--- config.mk ---
export PLATFORM = sky130hd
export DESIGN_NAME = matmul_stream_sequencer_flat
export DESIGN_NICKNAME = d
export VERILOG_FILES = /design/src/rtl/matmul_stream_sequencer_pkg.sv /design/src/rtl/matmul_stream_sequencer_if.sv /design/src/rtl/matmul_stream_sequencer.sv /design/src/flat_wrapper.sv
export SDC_FILE = /design/constraint.sdc
export NUM_CORES = 1
export LEC_CHECK = 0
export CORE_ASPECT_RATIO = 0.7
export CORE_MARGIN = 10
export CORE_UTILIZATION = 42
export DETAILED_ROUTE_END_ITERATION = 12
export PLACE_DENSITY = 0.76
export SLEW_MARGIN = 20
export SYNTH_ARGS = -nofsm -noshare
export SYNTH_HDL_FRONTEND = slang
export SYNTH_SLANG_ARGS = --single-unit
--- constraint.sdc ---
create_clock -name clk -period 1.6 [get_ports clk]
set_clock_uncertainty 0.05 [all_clocks]
set_input_delay 0.32 -clock clk [delete_from_list [all_inputs] [get_ports clk]]
set_output_delay 0.32 -clock clk [all_outputs]
set_load 0.005 [all_outputs]
--- src/rtl/matmul_stream_sequencer_pkg.sv ---
// matmul_pkg: shared types and defaults for the multiply2 front/back-end sequencer
package matmul_pkg;

    localparam int DEF_DATA_W  = 8;
    localparam int DEF_DIM     = 2;
    localparam int DEF_N_ELEM  = DEF_DIM * DEF_DIM;
    localparam int DEF_TIMEOUT = 255;

    typedef logic [DEF_DATA_W-1:0] elem_t;
    typedef elem_t [DEF_DIM-1:0][DEF_DIM-1:0] mat_t;
    typedef logic [$clog2(DEF_N_ELEM)-1:0] idx_t;

    typedef enum logic [1:0] {
        LOAD_A,
        LOAD_B,
        RUN,
        DRAIN
    } seq_state_e;

endpackage

--- src/rtl/matmul_stream_sequencer_if.sv ---
// matmul_stream_sequencer_if: operand-in and result-out valid/ready byte streams
interface matmul_stream_sequencer_if #(
    parameter int DATA_W = matmul_pkg::DEF_DATA_W
);

    logic              in_valid;
    logic              in_ready;
    logic [DATA_W-1:0] in_data;
    logic              out_valid;
    logic              out_ready;
    logic [DATA_W-1:0] out_data;
    logic              out_last;

    modport master (
        output in_valid, in_data, out_ready,
        input  in_ready, out_valid, out_data, out_last
    );

    modport slave (
        input  in_valid, in_data, out_ready,
        output in_ready, out_valid, out_data, out_last
    );

endinterface

--- src/rtl/matmul_stream_sequencer.sv ---
// matmul_stream_sequencer: loads A/B, drives multiply2 start/done, drains C; MATMUL_SEQ_TIMEOUT_EN adds a done watchdog
module matmul_stream_sequencer
    import matmul_pkg::*;
#(
    parameter int DATA_W         = DEF_DATA_W,
    parameter int DIM            = DEF_DIM,
    parameter int TIMEOUT_CYCLES = DEF_TIMEOUT
) (
    input  logic                                clk,
    input  logic                                rst,
    matmul_stream_sequencer_if.slave            s,
    output logic                                busy,
    output logic [DIM-1:0][DIM-1:0][DATA_W-1:0] mat_A,
    output logic [DIM-1:0][DIM-1:0][DATA_W-1:0] mat_B,
    input  logic [DIM-1:0][DIM-1:0][DATA_W-1:0] mat_C,
    input  logic                                done,
`ifdef MATMUL_SEQ_TIMEOUT_EN
    output logic                                error,
`endif
    output logic                                start
);

    localparam int N_ELEM = DIM * DIM;
    localparam int CW     = $clog2(DIM);

    seq_state_e                          state;
    idx_t                                cnt;
    logic [DIM-1:0][DIM-1:0][DATA_W-1:0] c_q;
    logic [CW-1:0]                       row, col;
    logic                                acc, hs, last;

    assign row  = CW'(cnt / DIM);
    assign col  = CW'(cnt % DIM);
    assign last = cnt == idx_t'(N_ELEM - 1);
    assign acc  = s.in_valid & s.in_ready;
    assign hs   = s.out_valid & s.out_ready;

    assign s.in_ready  = state == LOAD_A || state == LOAD_B;
    assign s.out_valid = state == DRAIN;
    assign s.out_data  = s.out_valid ? c_q[row][col] : '0;
    assign s.out_last  = s.out_valid && last;
    assign start       = state == RUN;
    assign busy        = !(state == LOAD_A && cnt == '0);

`ifdef MATMUL_SEQ_TIMEOUT_EN
    localparam int TW = $clog2(TIMEOUT_CYCLES + 1);
    logic [TW-1:0] tmr;
    logic          tmo;
    assign tmo = tmr == TW'(TIMEOUT_CYCLES - 1);
`endif

    always_ff @(posedge clk) begin
        if (rst) begin
            state <= LOAD_A;
            cnt   <= '0;
            mat_A <= '0;
            mat_B <= '0;
            c_q   <= '0;
`ifdef MATMUL_SEQ_TIMEOUT_EN
            tmr   <= '0;
            error <= 1'b0;
`endif
        end else begin
            case (state)
                LOAD_A: if (acc) begin
                    mat_A[row][col] <= s.in_data;
                    cnt             <= last ? '0 : cnt + idx_t'(1);
                    if (last) state <= LOAD_B;
                end
                LOAD_B: if (acc) begin
                    mat_B[row][col] <= s.in_data;
                    cnt             <= last ? '0 : cnt + idx_t'(1);
                    if (last) state <= RUN;
                end
                RUN: if (done) begin
                    c_q   <= mat_C;
                    state <= DRAIN;
                end
`ifdef MATMUL_SEQ_TIMEOUT_EN
                else if (tmo) begin
                    state <= LOAD_A;
                    error <= 1'b1;
                end
`endif
                DRAIN: if (hs) begin
                    cnt <= last ? '0 : cnt + idx_t'(1);
                    if (last) state <= LOAD_A;
                end
                default: state <= LOAD_A;
            endcase
`ifdef MATMUL_SEQ_TIMEOUT_EN
            // cycles spent in RUN without done; cleared on any exit
            tmr <= (state == RUN && !done && !tmo) ? tmr + TW'(1) : '0;
`endif
        end
    end

endmodule

--- src/flat_wrapper.sv ---
// flat-port wrapper written by rule: the top's interface ports become plain ports
module matmul_stream_sequencer_flat import matmul_pkg::*;
#(
    parameter int DATA_W         = DEF_DATA_W,
    parameter int DIM            = DEF_DIM,
    parameter int TIMEOUT_CYCLES = DEF_TIMEOUT
)
  (clk, rst, busy, mat_A, mat_B, mat_C, done, start, s_in_valid, s_in_data, s_out_ready, s_in_ready, s_out_valid, s_out_data, s_out_last);
  matmul_stream_sequencer_if #(.DATA_W(DATA_W)) s_i ();
  input  logic clk;
  input  logic rst;
  output logic busy;
  output logic [DIM-1:0][DIM-1:0][DATA_W-1:0] mat_A;
  output logic [DIM-1:0][DIM-1:0][DATA_W-1:0] mat_B;
  input  logic [DIM-1:0][DIM-1:0][DATA_W-1:0] mat_C;
  input  logic done;
  output logic start;
  input wire logic [$bits(s_i.in_valid)-1:0] s_in_valid;
  input wire logic [$bits(s_i.in_data)-1:0] s_in_data;
  input wire logic [$bits(s_i.out_ready)-1:0] s_out_ready;
  output wire logic [$bits(s_i.in_ready)-1:0] s_in_ready;
  output wire logic [$bits(s_i.out_valid)-1:0] s_out_valid;
  output wire logic [$bits(s_i.out_data)-1:0] s_out_data;
  output wire logic [$bits(s_i.out_last)-1:0] s_out_last;
  assign s_i.in_valid = s_in_valid;
  assign s_i.in_data = s_in_data;
  assign s_i.out_ready = s_out_ready;
  assign s_in_ready = s_i.in_ready;
  assign s_out_valid = s_i.out_valid;
  assign s_out_data = s_i.out_data;
  assign s_out_last = s_i.out_last;
  matmul_stream_sequencer #(.DATA_W(DATA_W), .DIM(DIM), .TIMEOUT_CYCLES(TIMEOUT_CYCLES)) u_core (.clk(clk), .rst(rst), .s(s_i), .busy(busy), .mat_A(mat_A), .mat_B(mat_B), .mat_C(mat_C), .done(done), .start(start));
endmodule
## After elaboration in Yosys (flattened, before gate mapping)

Index checks and enable logic that the tools add are counted.

- Input bits: 45
- Flip-flop bits (word level): 100
- Logic and storage cells: 71
- Output and inout bits: 77

- Add/sub/neg operators: 1
- Bitwise logic cells: 2
- Reductions and logical operators: 15
- $lt $le $gt $ge: 4
- Equal/unequal tests: 12
- Multiplexer cells: 23

Operators by type and width:

| kind | number |
|---|---|
| bitwise mux 32 bit | 2 |
| two-way mux 16 bit | 3 |
| two-way mux 8 bit | 4 |
| two-way mux 2 bit | 10 |
| demux 16 bit (select 1 bit) | 1 |
| != test 2 x 1 -> 1 bit (second input constant) | 5 |
| demux 8 bit (select 1 bit) | 1 |
| one-hot mux 2 bit (4 select lines) | 1 |
| AND reduction 7 bit | 1 |
| equality test 2 bit (second input constant) | 3 |
| != test 2 bit (second input constant) | 3 |
| AND reduction 2 bit | 3 |
| logical AND 1 bit | 4 |
| zero test 2 bit | 2 |
| less-than comparator 1 x 2 -> 1 bit (second input constant) | 2 |
| one-hot mux 2 bit (2 select lines) | 1 |
| AND reduction 3 bit | 1 |
| adder 2 x 1 -> 2 bit (second input constant) | 1 |
| AND 1 bit | 2 |
| equality test 2 x 1 -> 1 bit (second input constant) | 1 |
| >= comparator 1 bit (second input constant) | 2 |
| nonzero test 2 bit | 1 |
| OR reduction 2 bit | 1 |
| zero test 1 bit | 1 |
| logical OR 1 bit | 1 |

## Longest topological paths before layout

Gate-level depths: netlist (run 1).

- Word-level depth: 7
- Gate-level depth with buffers: 7
- Mapped depth without buffers: 6

## Least setup slack after synthesis (run 1)

OpenSTA, ideal clock, no wires.

- Path kind: reg2reg
- From: reg u_core.state[0]
- To: reg u_core.state[0]
- Path slack: -58 ps
- Library setup time: 87 ps
- Required time: 1463 ps
- Path buffers: 1
- Arrival: 1521 ps
- Period minus slack after synthesis: 1658 ps
- Stages on the path, launching flop included: 8
- Path through: dfxtp_1 inv_1 ha_1 buf_6 nor2_8 o22ai_2 or4_1 o31ai_1

- Longest elaborated chain between the ends: 5
- Elaborated cells on any way between the ends: 16
- Those cells by class: eq/ne (10); mux (1); bitwise (2); reduce/logical (3)

RTL lines:

| what | RTL line | text |
|---|---|---|
| from (decl) | matmul_stream_sequencer.sv:26 | `seq_state_e state;` |
| from (signal assigned) | matmul_stream_sequencer.sv:54 | `state <= LOAD_A;` |
| from (signal assigned) | matmul_stream_sequencer.sv:68 | `if (last) state <= LOAD_B;` |
| from (signal assigned) | matmul_stream_sequencer.sv:73 | `if (last) state <= RUN;` |
| equality test 2 x 1 -> 1 bit or zero test 2 bit (tied branches) | matmul_stream_sequencer.sv:38, matmul_stream_sequencer.sv:64 |  |
| logical OR 1 bit | matmul_stream_sequencer.sv:38 | `assign s.in_ready = state == LOAD_A \|\| state == LOAD_B;` |
| AND 1 bit | matmul_stream_sequencer.sv:35 | `assign acc = s.in_valid & s.in_ready;` |
| != test 2 x 1 -> 1 bit (no line) | - |  |
| AND reduction 7 bit (no line) | - |  |

Several ways; a longest one is shown, not always the timed one.
A chain may end at the register's enable or synchronous reset.

## Worst setup path after layout (run 1)

- From: reg u_core.cnt[1]
- To: out s_out_data[3]

- Longest elaborated chain between the ends: 5

RTL lines:

| what | RTL line | text |
|---|---|---|
| from (decl) | matmul_stream_sequencer.sv:27 | `idx_t cnt;` |
| from (signal assigned) | matmul_stream_sequencer.sv:67 | `cnt <= last ? '0 : cnt + idx_t'(1);` |
| from (signal assigned) | matmul_stream_sequencer.sv:72 | `cnt <= last ? '0 : cnt + idx_t'(1);` |
| from (signal assigned) | matmul_stream_sequencer.sv:86 | `cnt <= last ? '0 : cnt + idx_t'(1);` |
| two-way mux 16 bit (implied by the code) (2 in series) | matmul_stream_sequencer.sv:40 | `assign s.out_data = s.out_valid ? c_q[row][col] : '0;` |
| two-way mux 8 bit (implied by the code) (2 in series) | matmul_stream_sequencer.sv:40 |  |
| two-way mux 8 bit | matmul_stream_sequencer.sv:40 |  |
| to (decl) | flat_wrapper.sv:23 | `output wire logic [$bits(s_i.out_data)-1:0] s_out_data;` |

Every way passes these cells. The select of a mux whose other input is x is not followed.

==> flow_metrics.tcl, run 1 <==
set metrics [dict create \
    htreeDepth 3 \
    route.detailed.drc 0 \
    setup_ws_ns -0.350 \
    cts_sinks 100 \
    p_leak_uw 0.00330 \
    drt-total-wl_um 12600 \
    ys_types 25 \
    drt_iter0_markers 200 \
    cts.path.max_buffers 2 \
    nNetsFinal 607 \
    synthesis.area_um2 4030 \
    yosysSeqAreaShare_pct 49.6 \
    n_antenna_cell 0 \
    finalSetupTns_ns -4.67 \
    place.gp.congestion 0.788 \
    die_w_um 137 \
    required_ns 1.23 \
    vias 3497 \
    start_util_pct 43.8 \
    p_total_uw 5690 \
    syn_inst 418 \
    fillCellCount 665 \
    cts-buffers-inserted 9 \
    grt_pass1_wl_um 18700 \
    vdd_drop_max_mv 0.660 \
    slew_headroom_pct 67.0 \
    yosysWarningCount 0 \
    syn_avg_cell_area_um2 9.65 \
    grt_max_degree 99 \
    maxSlewViolCount 0 \
    cp_max_fo 6 \
    antenna_found_initial 0 \
    cts_tree "built" \
    drtPass1Iterations 4 \
    final_core_util_pct 70.4 \
    rsz0062_at_grt "true" \
    status "complete, but fails checks" \
    startpoint "u_core.cnt[1]" \
    hold_depth 2 \
    vias_per_cell 5.13 \
    worstRegToRegCells 8 \
    arrival_ns 1.58 \
    setup_violations 32 \
    drv_cap 0 \
    violations "setup timing" \
    ys_ff_latch 100 \
    cts_root_buffer "clkbuf_16" \
    final.period_utilization_pct 122 \
    place_ws_ns -0.389 \
    layout_min_cycle_time_ns 1.95 \
    rows 29 \
    powerDensity_nw_per_um2 877 \
    critPathKind "register to output pin" \
    cp-end-kind "output pin" \
    dpl.cell_count 656 \
    syn_to_final_growth_pct 60.9 \
    drt-wirelength-per-cell_um 18.5 \
    reg2reg_from "u_core.state[1]" \
    coreArea_um2 9220 \
    clk_pin_slew_ns 0.07 \
    dieArea_um2 14000 \
    hpwl_um 8410 \
    hold_class "input pin to register" \
    fin_cells 682 \
    startpoint_type "register" \
    tightest_slew_ns 0.494 \
    grt_pass1_vias 3527 \
    grt.overflow.total 0 \
    fmax_mhz 513 \
    synthesis.nets 472 \
    layout-drive-gt1-share_pct 25.1 \
    grt_usage_pct 16.8 \
    io_buffers 121 \
    clock_latency_ns 0.34 \
    cts_hold_buf 0 \
    drtAntennaViolNets 0 \
    pin_count 122 \
    final-hold-violation-count 0 \
    min-delay-start "rst" \
    dieHeight_um 102 \
]
## cell usage after synthesis, drive strengths merged
cell	instances	share of area [%]
dfxtp	100	50
nand2	68	6.3
nor2	67	6.6
mux2i	64	16
a21oi	33	4.1
clkbuf	25	2.4
and2	10	1.6
ha	9	2.8
inv	8	0.74
mux4	8	4.5
nand3	8	2.0
buf	7	1.1
o31ai	3	0.56
nand2b	1	0.16
nor3	1	0.12
o21ai	1	0.12
o221a	1	0.28
o221ai	1	0.37
o22ai	1	0.31
or4	1	0.19
or4b	1	0.25
## repair_timing
| item | 4_1_cts | 5_1_grt |
|---|---|---|
| pin swaps | 21 | 23 |
| cloned | 1 | 2 |
| setup endpoints to repair | 78 | 135 |
| hold endpoints to repair | 0 | 0 |
| resized for setup | 105 | 85 |
| setup buffers | 5 | 6 |
## cell usage in the layout, fill, tap and decap left out, types with 2 or more instances in the layout
cell type        instances
a21oi_1                 23
a21oi_2                 10
and2_1                   2
and2_4                   8
buf_12                  11
buf_4                   14
buf_6                   18
bufinv_16                2
clkbuf_16               11
clkdlybuf4s50_1         69
dfxtp_1                 93
dfxtp_2                  4
dfxtp_4                  3
dlygate4sd2_1            7
dlymetal6s2s_1          32
ha_1                     2
ha_4                     7
inv_1                    3
inv_2                    3
inv_6                    2
mux2i_1                 58
mux2i_2                  6
mux4_2                   8
nand2_1                 61
nand2_2                  6
nand3_2                  2
nand3_4                  6
nor2_1                  66
## power by group
group	internal, µW	total (µW)	switching [µW]
Sequential	2540	2570	36.9
Combinational	408	734	326
Clock	1430	2380	954
## critical path: stages, from the launching register on
cell and delay [ns]:
dfxtp_2 0.35, buf_12 0.13, mux4_2 0.50, and2_4 0.15
buf_6 0.11
## per-layer routing
metal / wire length, µm / vias to the layer above / track usage (%) / share of wire [%]
met4: 188 / 0 / 4.68 / 1.5
met1: 5250 / 1736 / 19.7 / 42
met5: 0 / - / 0 / 0
met3: 864 / 13 / 6.03 / 6.8
li1: - / 1661 / - / -
met2: 6310 / 87 / 28.6 / 50
## logic make-up (layout without fill, tap and decap cells)
group,Yosys count,after routing,share of synthesized area (%)
fa+ha+maj,9,9,2.79
compound gates,40,40,5.74
flops,100,100,49.6
mux,72,72,20.4
buf+inv,40,180,4.25
simple gates,157,157,17.2
## registers in the layout, summed over array words and instances (netlist names)
name          count
u_core.state      2
u_core.mat_B     32
u_core.cnt        2
u_core.mat_A     32
u_core.c_q       32
## final timing paths
path	endpoint	slack (ns)
worst min-delay path	u_core.cnt[1]	0.18
worst max register to register	u_core.state[1]	-0.26
worst max-delay path	s_out_data[3]	-0.35
worst min register to register	u_core.c_q[9]	0.41
## through the flow
| step | hold WS, ns | cell area (µm²) |
|---|---|---|
| after floorplan | 0.383 | 4050 |
| after global placement | 0.393 | 5570 |
| after detailed placement | 0.397 | 5570 |
| after CTS | 0.154 | 6130 |
| after global routing | 0.181 | 6490 |
| final | 0.179 | 6490 |
## cell type report
| cell class | count | area, µm² | area share, % |
|---|---|---|---|
| clock buffer | 10 | 239 | 3.68 |
| clock inverter | 6 | 93.8 | 1.45 |
| inverter | 8 | 45.0 | 0.694 |
| multi-input combinational | 278 | 2160 | 33.3 |
| sequential | 100 | 2020 | 31.1 |
| tap | 124 | 155 | 2.39 |
| timing repair buffer | 156 | 1780 | 27.4 |
Note: power is estimated with default switching activity, not from simulation.
==> run 2: changes to the inputs <==
--- a/config.mk
+++ b/config.mk
@@ -14,3 +14,4 @@
 export SYNTH_ARGS = -nofsm -noshare
 export SYNTH_HDL_FRONTEND = slang
 export SYNTH_SLANG_ARGS = --single-unit
+export TNS_END_PERCENT = 10
==> run 2 against run 1 <==
Die area unchanged. Routed wire length decreased by 7.1%. Cell count is 1.3% lower. Critical path depth is the same. Sequential power is essentially flat. Clock-buffer cell count shrank 1. The flow still finishes with violations (setup timing). Sequential share of layout area rose by 1.8 points. Clock power down 12%.
==> flow_metrics.tcl, run 2 (same netlist as run 1, synthesis figures left out) <==
set metrics [dict create \
    cp_max_fo 6 \
    final_common_cell "dfxtp_1" \
    syn_to_final_growth_pct 52.0 \
    pin_count 122 \
    grt_use_met3_pct 7.89 \
    antenna_found_initial 0 \
    vias_per_cell 5.03 \
    status "complete, but fails checks" \
    cts_sinks 100 \
    hold_class "input pin to register" \
    final-hold-violation-count 0 \
    rows 29 \
    clk_pin_slew_ns 0.07 \
    dieArea_um2 14000 \
    place_ws_ns -0.382 \
    p_leak_uw 0.00335 \
    clock_latency_ns 0.34 \
    use_met1_pct 18.6 \
    reg_top3 "u_core.c_q: 32 flops, u_core.mat_A: 32 flops, u_core.mat_B: 32 flops" \
    route.detailed.drc 0 \
    arrival_ns 1.58 \
    crit_chain "buf_12 -> mux4_2 -> and2_4 -> buf_6" \
    fmax_mhz 514 \
    setup_violations 14 \
    path_delay_family "multiplexers" \
    nNetsFinal 598 \
    place_area_um2 5530 \
    grt.overflow.total 0 \
    grt_usage_pct 16.1 \
    die_w_um 137 \
    layout-drive-gt1-share_pct 18.8 \
    final.period_utilization_pct 122 \
    fin_area_um2 6130 \
    top_usage_layer "met2" \
    cp-end-kind "output pin" \
    cts-buffers-inserted 9 \
    n_antenna_cell 0 \
    slew_headroom_pct 70.0 \
    met2_usage_pct 26.2 \
    cts_root_buffer "clkbuf_16" \
    cts_tree "built" \
    start_util_pct 43.8 \
    layout_min_cycle_time_ns 1.95 \
    drt_iter0_markers 142 \
    vias 3383 \
    cts_hold_buf 0 \
    setup_ws_ns -0.347 \
    maxSlewViolCount 0 \
    critPathBufInv 2 \
    rsz0062_at_grt "true" \
    layout_common_cells "93 x dfxtp_1, 68 x nand2_1, 66 x nor2_1" \
    vdd_drop_max_mv 0.583 \
    tightest_slew_ns 0.449 \
    violations "setup timing" \
    dieHeight_um 102 \
    htreeDepth 3 \
    grt_max_degree 53 \
    place.gp.congestion 0.800 \
    powerDensity_nw_per_um2 869 \
    drt-wirelength-per-cell_um 17.4 \
    critPathKind "register to output pin" \
    drv_cap 0 \
    grt_pass1_vias 3417 \
    grt_pass1_wl_um 17700 \
    drtAntennaViolNets 0 \
    coreArea_um2 9220 \
    startpoint_type "register" \
    required_ns 1.23 \
    hpwl_um 8470 \
    io_buffers 121 \
    cp_slowest_cell "mux4_2" \
    cts.path.max_buffers 2 \
    cpPeakStageDelay_ns 0.50 \
    drtPass1Iterations 4 \
    drt-total-wl_um 11700 \
]
-- run 2: cell types whose count changed in the layout (fill, tap and decap cells not counted), sizes merged --
cell	previous run	this run
dlymetal6s2s	32	38
bufinv	2	0
clkinvlp	1	2
buf	46	39
dlygate4sd2	7	16
inv	9	11
clkbuf	12	9
clkdlybuf4s50	69	54
-- run 2: path summary, 6_finish.rpt --
check                                      from              end  slack (ns)  cells past startpoint
worst max-delay path              u_core.cnt[1]    s_out_data[5]       -0.35                      4
worst min-delay path                        rst    u_core.c_q[6]        0.31                      2
worst max register to register  u_core.state[0]  u_core.state[0]       -0.10                      7
worst min register to register   u_core.c_q[11]   u_core.c_q[11]        0.40                      2
-- run 2: what timing repair did --
item	4_1_cts	5_1_grt
buffers inserted	2	0
setup endpoints to repair	94	107
pin swaps	12	5
gates resized for setup	112	50
-- run 2: cell type report --
cell class | count | area [µm²]
clock buffer | 9 | 225
sequential | 100 | 2020
fill | 702 | 3090
multi-input combinational | 278 | 2030
inverter | 8 | 40.0
clock inverter | 7 | 71.3
timing repair buffer | 147 | 1590
tap | 124 | 155
-- run 2: through the flow --
stage | setup TNS (ns) | hold slack, ns | power, µW | std cells | util [%]
floorplan | -0.0334 | 0.383 | 2890 | 418 | -
global placement | -12.33 | 0.390 | 3210 | 655 | 60.0
detailed placement | -14.01 | 0.396 | 3220 | 655 | 60.0
CTS | -3.21 | 0.292 | 5370 | 673 | 64.9
global route | -4.50 | 0.311 | 5550 | 673 | 66.5
finish | -3.04 | 0.310 | 5330 | 673 | 66.5
-- run 2: report_power, final --
| group | internal (µW) | total, µW | switching (µW) |
|---|---|---|---|
| Combinational | 356 | 655 | 299 |
| Clock | 1100 | 2100 | 1010 |
| Sequential | 2540 | 2570 | 34.6 |
-- run 2: routing by layer --
metal,part of all wire (%),wire length (µm),vias up
li1,-,-,1646
met1,42,4930,1631
met2,48,5650,96
met3,8.9,1050,10
met4,0.76,89,0
met5,0,0,-
